--- src/rtl/rx_core.sv ---
// Receive DSP path: lane sum, integrate-and-dump decimation, gain with
// saturation, and a 4-entry first-word-fall-through output FIFO.
module rx_core #(
  parameter int NUMBER_OF_LINE = 8,
  parameter int DECIM_LOG2     = 3
) (
  input  logic                         clock,
  input  logic                         resetn,
  input  logic                         enable,
  input  logic [7:0]                   mixer_gain,
  input  logic [16*NUMBER_OF_LINE-1:0] adc_data,
  output logic [15:0]                  m_tdata,
  output logic                         m_tuser,
  output logic                         m_tvalid,
  input  logic                         m_tready,
  output logic                         overflow,
  input  logic                         clear_overflow
);

  localparam int L  = $clog2(NUMBER_OF_LINE);
  localparam int SW = 16 + L;
  localparam int W  = SW + DECIM_LOG2;
  localparam int PW = W + 9;
  localparam int SH = 7 + L + DECIM_LOG2;
  localparam int CW = (DECIM_LOG2 > 0) ? DECIM_LOG2 : 1;
  localparam logic [CW-1:0]        CNT_LAST = CW'((1 << DECIM_LOG2) - 1);
  localparam logic signed [PW-1:0] MAXV     = PW'(32767);
  localparam logic signed [PW-1:0] MINV     = PW'(-32768);

  logic [16*NUMBER_OF_LINE-1:0] s0_data;
  logic                         s0_en;
  logic signed [SW-1:0]         lane_sum;
  logic signed [SW-1:0]         s1_sum;
  logic                         s1_en;
  logic signed [W-1:0]          acc;
  logic [CW-1:0]                cnt;
  logic                         dump;
  logic signed [PW-1:0]         prod;
  logic signed [PW-1:0]         y;
  logic [15:0]                  sat_data;
  logic                         sat_user;
  logic [15:0]                  s3_data;
  logic                         s3_user;
  logic                         s3_valid;

  always_comb begin
    lane_sum = '0;
    for (int unsigned i = 0; i < NUMBER_OF_LINE; i++) begin
      lane_sum = lane_sum + SW'($signed(s0_data[16*i +: 16]));
    end
  end

  always_comb begin
    prod     = PW'(acc) * PW'($signed({1'b0, mixer_gain}));
    y        = prod >>> SH;
    sat_data = y[15:0];
    sat_user = 1'b0;
    if (y > MAXV) begin
      sat_data = 16'h7fff;
      sat_user = 1'b1;
    end else if (y < MINV) begin
      sat_data = 16'h8000;
      sat_user = 1'b1;
    end
  end

  always_ff @(posedge clock or negedge resetn) begin
    if (!resetn) begin
      s0_data  <= '0;
      s0_en    <= 1'b0;
      s1_sum   <= '0;
      s1_en    <= 1'b0;
      acc      <= '0;
      cnt      <= '0;
      dump     <= 1'b0;
      s3_data  <= '0;
      s3_user  <= 1'b0;
      s3_valid <= 1'b0;
    end else begin
      s0_data <= adc_data;
      s0_en   <= enable;
      s1_sum  <= lane_sum;
      s1_en   <= s0_en;
      // A disabled sample holds the counter at 0, so the stale partial sum is
      // overwritten by the first enabled sample rather than cleared here.
      if (s1_en) begin
        acc  <= (cnt == '0) ? W'(s1_sum) : acc + W'(s1_sum);
        cnt  <= (cnt == CNT_LAST) ? '0 : cnt + 1'b1;
        dump <= (cnt == CNT_LAST);
      end else begin
        cnt  <= '0;
        dump <= 1'b0;
      end
      s3_valid <= dump;
      s3_data  <= sat_data;
      s3_user  <= sat_user;
    end
  end

  // Entry 0 is the head and drives the outputs directly from flops.
  logic [16:0] q [4];
  logic [2:0]  count;
  logic [2:0]  wr_idx;
  logic        pop;
  logic        accept;
  logic        drop;

  always_comb begin
    pop    = (count != 3'd0) && m_tready;
    accept = s3_valid && ((count != 3'd4) || pop);
    drop   = s3_valid && (count == 3'd4) && !pop;
    wr_idx = pop ? count - 3'd1 : count;
  end

  always_ff @(posedge clock or negedge resetn) begin
    if (!resetn) begin
      for (int unsigned i = 0; i < 4; i++) q[i] <= '0;
      count    <= '0;
      overflow <= 1'b0;
    end else begin
      for (int unsigned i = 0; i < 3; i++) begin
        if (accept && wr_idx == 3'(i)) q[i] <= {s3_user, s3_data};
        else if (pop)                  q[i] <= q[i+1];
      end
      if (accept && wr_idx == 3'd3) q[3] <= {s3_user, s3_data};
      count <= count + {2'b00, accept} - {2'b00, pop};
      if (drop)                overflow <= 1'b1;
      else if (clear_overflow) overflow <= 1'b0;
    end
  end

  assign m_tdata  = q[0][15:0];
  assign m_tuser  = q[0][16];
  assign m_tvalid = (count != 3'd0);

endmodule
--- config.mk ---
export PLATFORM = sky130hd
export DESIGN_NAME = rx_core
export DESIGN_NICKNAME = d
export VERILOG_FILES = /design/src/rtl/rx_core.sv
export SDC_FILE = /design/constraint.sdc
export NUM_CORES = 1
export LEC_CHECK = 0
export CORE_UTILIZATION = 45
export CTS_CLUSTER_SIZE = 8
export DETAILED_ROUTE_END_ITERATION = 6
export PLACE_DENSITY = 0.68
export SLEW_MARGIN = 20
export SYNTH_ARGS = -nofsm -noshare
export SYNTH_HDL_FRONTEND = slang
export SYNTH_SLANG_ARGS = --single-unit
--- constraint.sdc ---
create_clock -name clock -period 5.1 [get_ports clock]
set_input_delay 1.02 -clock clock [delete_from_list [all_inputs] [get_ports clock]]
set_output_delay 1.02 -clock clock [all_outputs]
set_load 0.02 [all_outputs]
## Yosys cells after proc, flatten, opt, wreduce, memory -nomap -nowiden

Cells that the tools add are included.

- Flip-flop bits (word level): 265
- Output and inout bits: 19
- Logic and storage cells: 71

- $add $sub $neg: 12
- $mul: 1
- Magnitude comparators: 2
- Eq/ne operators: 6
- Mux-type cells: 17
- Reduce and logical (&&, ||, !) cells: 17

Operators with widths:

| cell | count |
|---|---|
| 17-bit two-way mux | 6 |
| 19-bit by 16-bit adder with 19-bit output | 4 |
| 16-bit two-way mux | 2 |
| 22-bit by 9-bit multiplier with 31-bit output | 1 |
| 22-bit by 19-bit adder with 22-bit output | 1 |
| 22-bit two-way mux | 1 |
| 18-bit by 16-bit adder with 19-bit output | 1 |
| 17-bit by 16-bit adder with 18-bit output | 1 |
| 18-bit by 16-bit > comparator with 1-bit output, second input constant | 1 |
| 18-bit by 16-bit < comparator with 1-bit output, second input constant | 1 |
| 16-bit by 16-bit adder with 17-bit output | 1 |
| 3-bit two-way mux | 3 |
| 1-bit logical AND | 8 |
| 2-bit nonzero test | 4 |
| 3-bit by 2-bit == test with 1-bit output, second input constant | 2 |
| 3-bit == test, second input constant | 2 |
| 3-bit logical NOT | 2 |
| 1-bit two-way mux | 5 |
| 3-bit by 1-bit adder with 3-bit output | 1 |
| 3-bit by 1-bit adder with 3-bit output, second input constant | 1 |
| 3-bit by 1-bit == test with 1-bit output, second input constant | 1 |
| 3-bit != test, second input constant | 1 |
| 3-bit nonzero test | 1 |
| 3-bit by 1-bit subtractor with 3-bit output | 1 |
| other kinds (3) | 3 |

## Longest topological paths before layout

- Depth after elaboration: 7
- Depth in mapped cells: 23
- Depth with buffers taken out: 21

## Worst setup path before layout

No wires, ideal clock.

- Kind: in2reg
- From: input mixer_gain[0]
- To: register s3_user
- Setup time: 0.129 ns
- Arrival: 5.754 ns
- Setup slack: -0.782 ns
- Stages: 20
- Path through: clkbuf_1 > nand2_1 > fa_1 > fa_1 > inv_1 > fa_1 > inv_1 > fa_1 > inv_1 > ha_1 > a21o_1 > a21o_1 > a21oi_1 > nor2_1 > a211oi_1 > inv_1 > o21a_1 > o31ai_4 > buf_6 > o21ai_1

- Longest elaborated chain between the ends: 4
- Elaborated cells on any way between the ends: 5
- Those cells by class: 1 x mul; 2 x order compare; 2 x mux

Ends and longest elaborated chain:

| what | RTL line | RTL |
|---|---|---|
| start: declaration | 10 | `input logic [7:0] mixer_gain,` |
| 22-bit by 9-bit multiplier with 31-bit output * | 54 | `prod = PW'(acc) * PW'($signed({1'b0, mixer_gain}));` |
| 18-bit by 16-bit < comparator with 1-bit output | 61 | `end else if (y < MINV) begin` |
| 1-bit two-way mux | 61 |  |
| 1-bit two-way mux * | 58 | `if (y > MAXV) begin` |
| named net sat_user | 41 | `logic sat_user;` |
| end signal: assignment | 96 | `s3_user <= sat_user;` |
| end: declaration | 43 | `logic s3_user;` |

The timed path passes the listed nets; every way through them passes the cells marked *.
A chain may end at the register's enable or synchronous reset.

## Worst setup path after layout

- From: input mixer_gain[3]
- To: register s3_data[8]

- Longest elaborated chain between the ends: 4
- Elaborated cells on any way between the ends: 5
- Those cells by class: 1 x mul; 2 x order compare; 2 x mux

Ends and longest elaborated chain:

| what | RTL line | RTL |
|---|---|---|
| 22-bit by 9-bit multiplier with 31-bit output * | 54 |  |
| 18-bit by 16-bit < comparator with 1-bit output | 61 |  |
| 16-bit two-way mux | 61 |  |
| 16-bit two-way mux * | 58 |  |
| named net sat_data[8] | 40 | `logic [15:0] sat_data;` |
| end signal: assignment | 95 | `s3_data <= sat_data;` |
| end: declaration | 42 | `logic [15:0] s3_data;` |

Marks and branches as above.

==> flow_summary.json <==
{
  "status": "complete, but fails checks",
  "violations": "design-rule violations, negative setup slack",
  "period_minus_slack_ps": 5360,
  "crit_cells": 22,
  "rsz0062_at_grt": "true",
  "dr.pass1.iters": 7,
  "grt_pass1_wl_um": 62900,
  "critPathTopFamily": "adder cells",
  "whs_path_depth": 0,
  "met2_usage_pct": 32.9,
  "path_class": "input port to register",
  "die-area_sq_mm": 0.0427,
  "cts.sinks": 265,
  "drc_errors": 7,
  "place.gp.congestion": 0.831,
  "use_met1_pct": 22.3,
  "synth.distinct_cells": 68,
  "overflow": 0,
  "syn_nets": 2247,
  "grt_max_degree": 115,
  "slew_headroom_pct": 39.0,
  "clkLatencyLatePin_ps": 570,
  "critPathLaunchType": "input port",
  "antennaDiodeCount": 0,
  "slew_viol_final": 0,
  "root_buffer": "clkbuf_16",
  "die_h_um": 207,
  "cts_made_buffers": 40,
  "nets": 2521,
  "cp_slowest_stage_delay_ps": 530,
  "crit_fanout": 8,
  "hold_class": "register to register",
  "area.growth.synth_to_final_pct": 25.7,
  "wl_per_cell_um": 14.3,
  "tns_ps": -3750,
  "drv_cap": 0,
  "synth_area_per_cell_sq_um": 10.7,
  "vias": 12600,
  "grt_use_met3_pct": 3.08,
  "clock_path_buffers": 3,
  "post_dp_cell_area_sq_mm": 0.0218,
  "hold_slack_ps": 348,
  "grt_pass1_vias": 13600,
  "async_flop_share_pct": 100,
  "cp-end-kind": "register",
  "timing.final.ws_setup_ps": -260,
  "synth_top_area_share_pct": 35.2,
  "start_util_pct": 45.8,
  "fin_area_sq_mm": 0.0237,
  "totalWireLength_um": 36900,
  "core_area_sq_mm": 0.0411,
  "htree_levels": 2,
  "cts_hold_buf": 0,
  "die_w_um": 207,
  "cpMostUsedCell": "fa_1",
  "ys_seq_elements": 265,
  "vias_per_cell": 4.89,
  "drt_iter0_drc": 560,
  "synth_area_leaders": "dfrtp_1 35%, fa_1 25%, ha_1 7.0%",
  "cp.required_ps": 5510,
  "tightest_slew_ps": 913,
  "fp-row-count": 74,
  "min_period_over_period_pct": 105,
  "ant_nets": 0,
  "yosysTopAreaCell": "dfrtp_1",
  "antenna_found_initial": 0,
  "yosys_warnings": 0,
  "finClkSkew_ps": 48.4,
  "synth.cells.most_frequent": "342 x inv_1, 265 x dfrtp_1, 238 x fa_1",
  "tritoncts": "yes",
  "critPathBufInv": 6,
  "io_pins": 160,
  "cp_slowest_cell": "fa_1",
  "synth.most_common_cell": "inv_1",
  "busiest_layer": "met2",
  "clkTransAtPathRegs_ps": 50,
  "syn_area_sq_mm": 0.0188,
  "synthFlopType": "dfrtp_1",
  "synth-edff-count": 0,
  "io_buffers": 159,
  "ff2ff_path_depth": 21,
  "netlist_instances": 1763,
  "drive_above_1_share_pct": 15.7,
  "crit_chain": "buf_6, buf_8, and2_4, fa_2, fa_1, inv_2, fa_1, inv_1, fa_1, ha_4, nor4_4, o41ai_4, a31oi_1, buf_4, nor3b_4, o311ai_4, a211oi_2, nand2b_4, o311ai_4, nor2_4, buf_12, a31o_1",
  "ys_seq_area_share_pct": 35.2,
  "finalSetupViolCount": 17,
  "max_freq_mhz": 187,
  "track_usage_pct": 18.3,
  "dp_hpwl_um": 27500,
  "arrival_ps": 5770,
  "hold_viol": 0
}
metal layers:
layer  wire length [um]  vias up
met5                  0        -
met4                893        0
met3               1640       80
met2              19000      285
met1              15300     6199
li1                   -     6013
worst reg2reg max path, delay by kind of cell (launching register included):
| family | cells | cell delay, ps |
|---|---|---|
| AOI/OAI and AO/OA | 6 | 1170 |
| and+or+nand+nor | 5 | 750 |
| DFF | 1 | 540 |
| buffers and inverters | 5 | 430 |
| adders and majority gates | 5 | 2200 |
flip-flops by register name, indices dropped and copies added (netlist names), 3 cells and up:
signal	cells
acc	22
cnt	3
count	3
m_tdata	16
q	51
s0_data	128
s1_sum	19
s3_data	16
area by class of cell:
class	instances	area (sq um)
Fill cell	3439	17400
Multi-Input combinational cell	1087	11100
Sequential cell	265	6630
Timing Repair Buffer	301	2900
Inverter	342	1280
Clock buffer	41	1000
Tap cell	532	666
Clock inverter	6	149
layout by cell type (no fill, tap or decap), types with 11 or more instances in the layout:
| cell | count |
|---|---|
| and2_4 | 13 |
| a21oi_1 | 98 |
| nand3_1 | 11 |
| inv_1 | 332 |
| fa_2 | 12 |
| o21a_1 | 12 |
| clkbuf_16 | 42 |
| nand2_1 | 105 |
| clkdlybuf4s50_1 | 150 |
| xnor2_1 | 36 |
| a21o_1 | 32 |
| fa_1 | 226 |
| dfrtp_1 | 265 |
| ha_1 | 94 |
| mux2i_1 | 53 |
| buf_6 | 12 |
| xor2_1 | 13 |
| mux2_2 | 17 |
| nor3_1 | 12 |
| and2_1 | 81 |
| buf_4 | 120 |
| nor2_1 | 106 |
| nand2_2 | 18 |
| o21ai_0 | 16 |
metrics by stage:
stage	utilization (%)	std cells	setup WS, ps
2_1_floorplan	-	1763	-409
3_3_place_gp	53.1	2488	-1250
3_5_place_dp	53.1	2488	-1350
4_1_cts	56.8	2561	-315
5_1_grt	57.6	2574	-445
6_report	57.6	2574	-260
logic make-up (layout without fill, tap and decap cells):
logic type                 after synthesis  count (layout)  share of synthesized area, %
AOI/OAI and AO/OA                      226             226                          7.76
xor gates and xnor gates                50              50                          2.32
adders and majority gates              343             343                          32.3
buffers and inverters                  411             690                          8.57
DFF                                    265             265                          35.2
muxes                                   70              70                          3.83
and+or+nand+nor                        398             398                          10.1
final timing paths:
path,start,end,slack [ps]
setup / recovery,mixer_gain[3],s3_data[8]$_DFF_PN0_,-260
hold / removal,s0_en$_DFF_PN0_,s1_en$_DFF_PN0_,350
setup reg to reg,acc[6]$_DFFE_PN0P_,s3_data[8]$_DFF_PN0_,-150
hold reg to reg,s0_en$_DFF_PN0_,s1_en$_DFF_PN0_,350
max in group asynchronous,resetn,acc[15]$_DFFE_PN0P_,3530
min in group asynchronous,resetn,count[2]$_DFF_PN0_,520
repair_timing:
item | CTS | global route
setup endpoints to repair | 17 | 21
cloned | 4 | 2
pin swaps | 29 | 50
buffers inserted | 22 | 15
resized for setup | 61 | 65
Power is not shown: default switching activity piles up to over one toggle a cycle in this logic, so the estimate is an artifact.
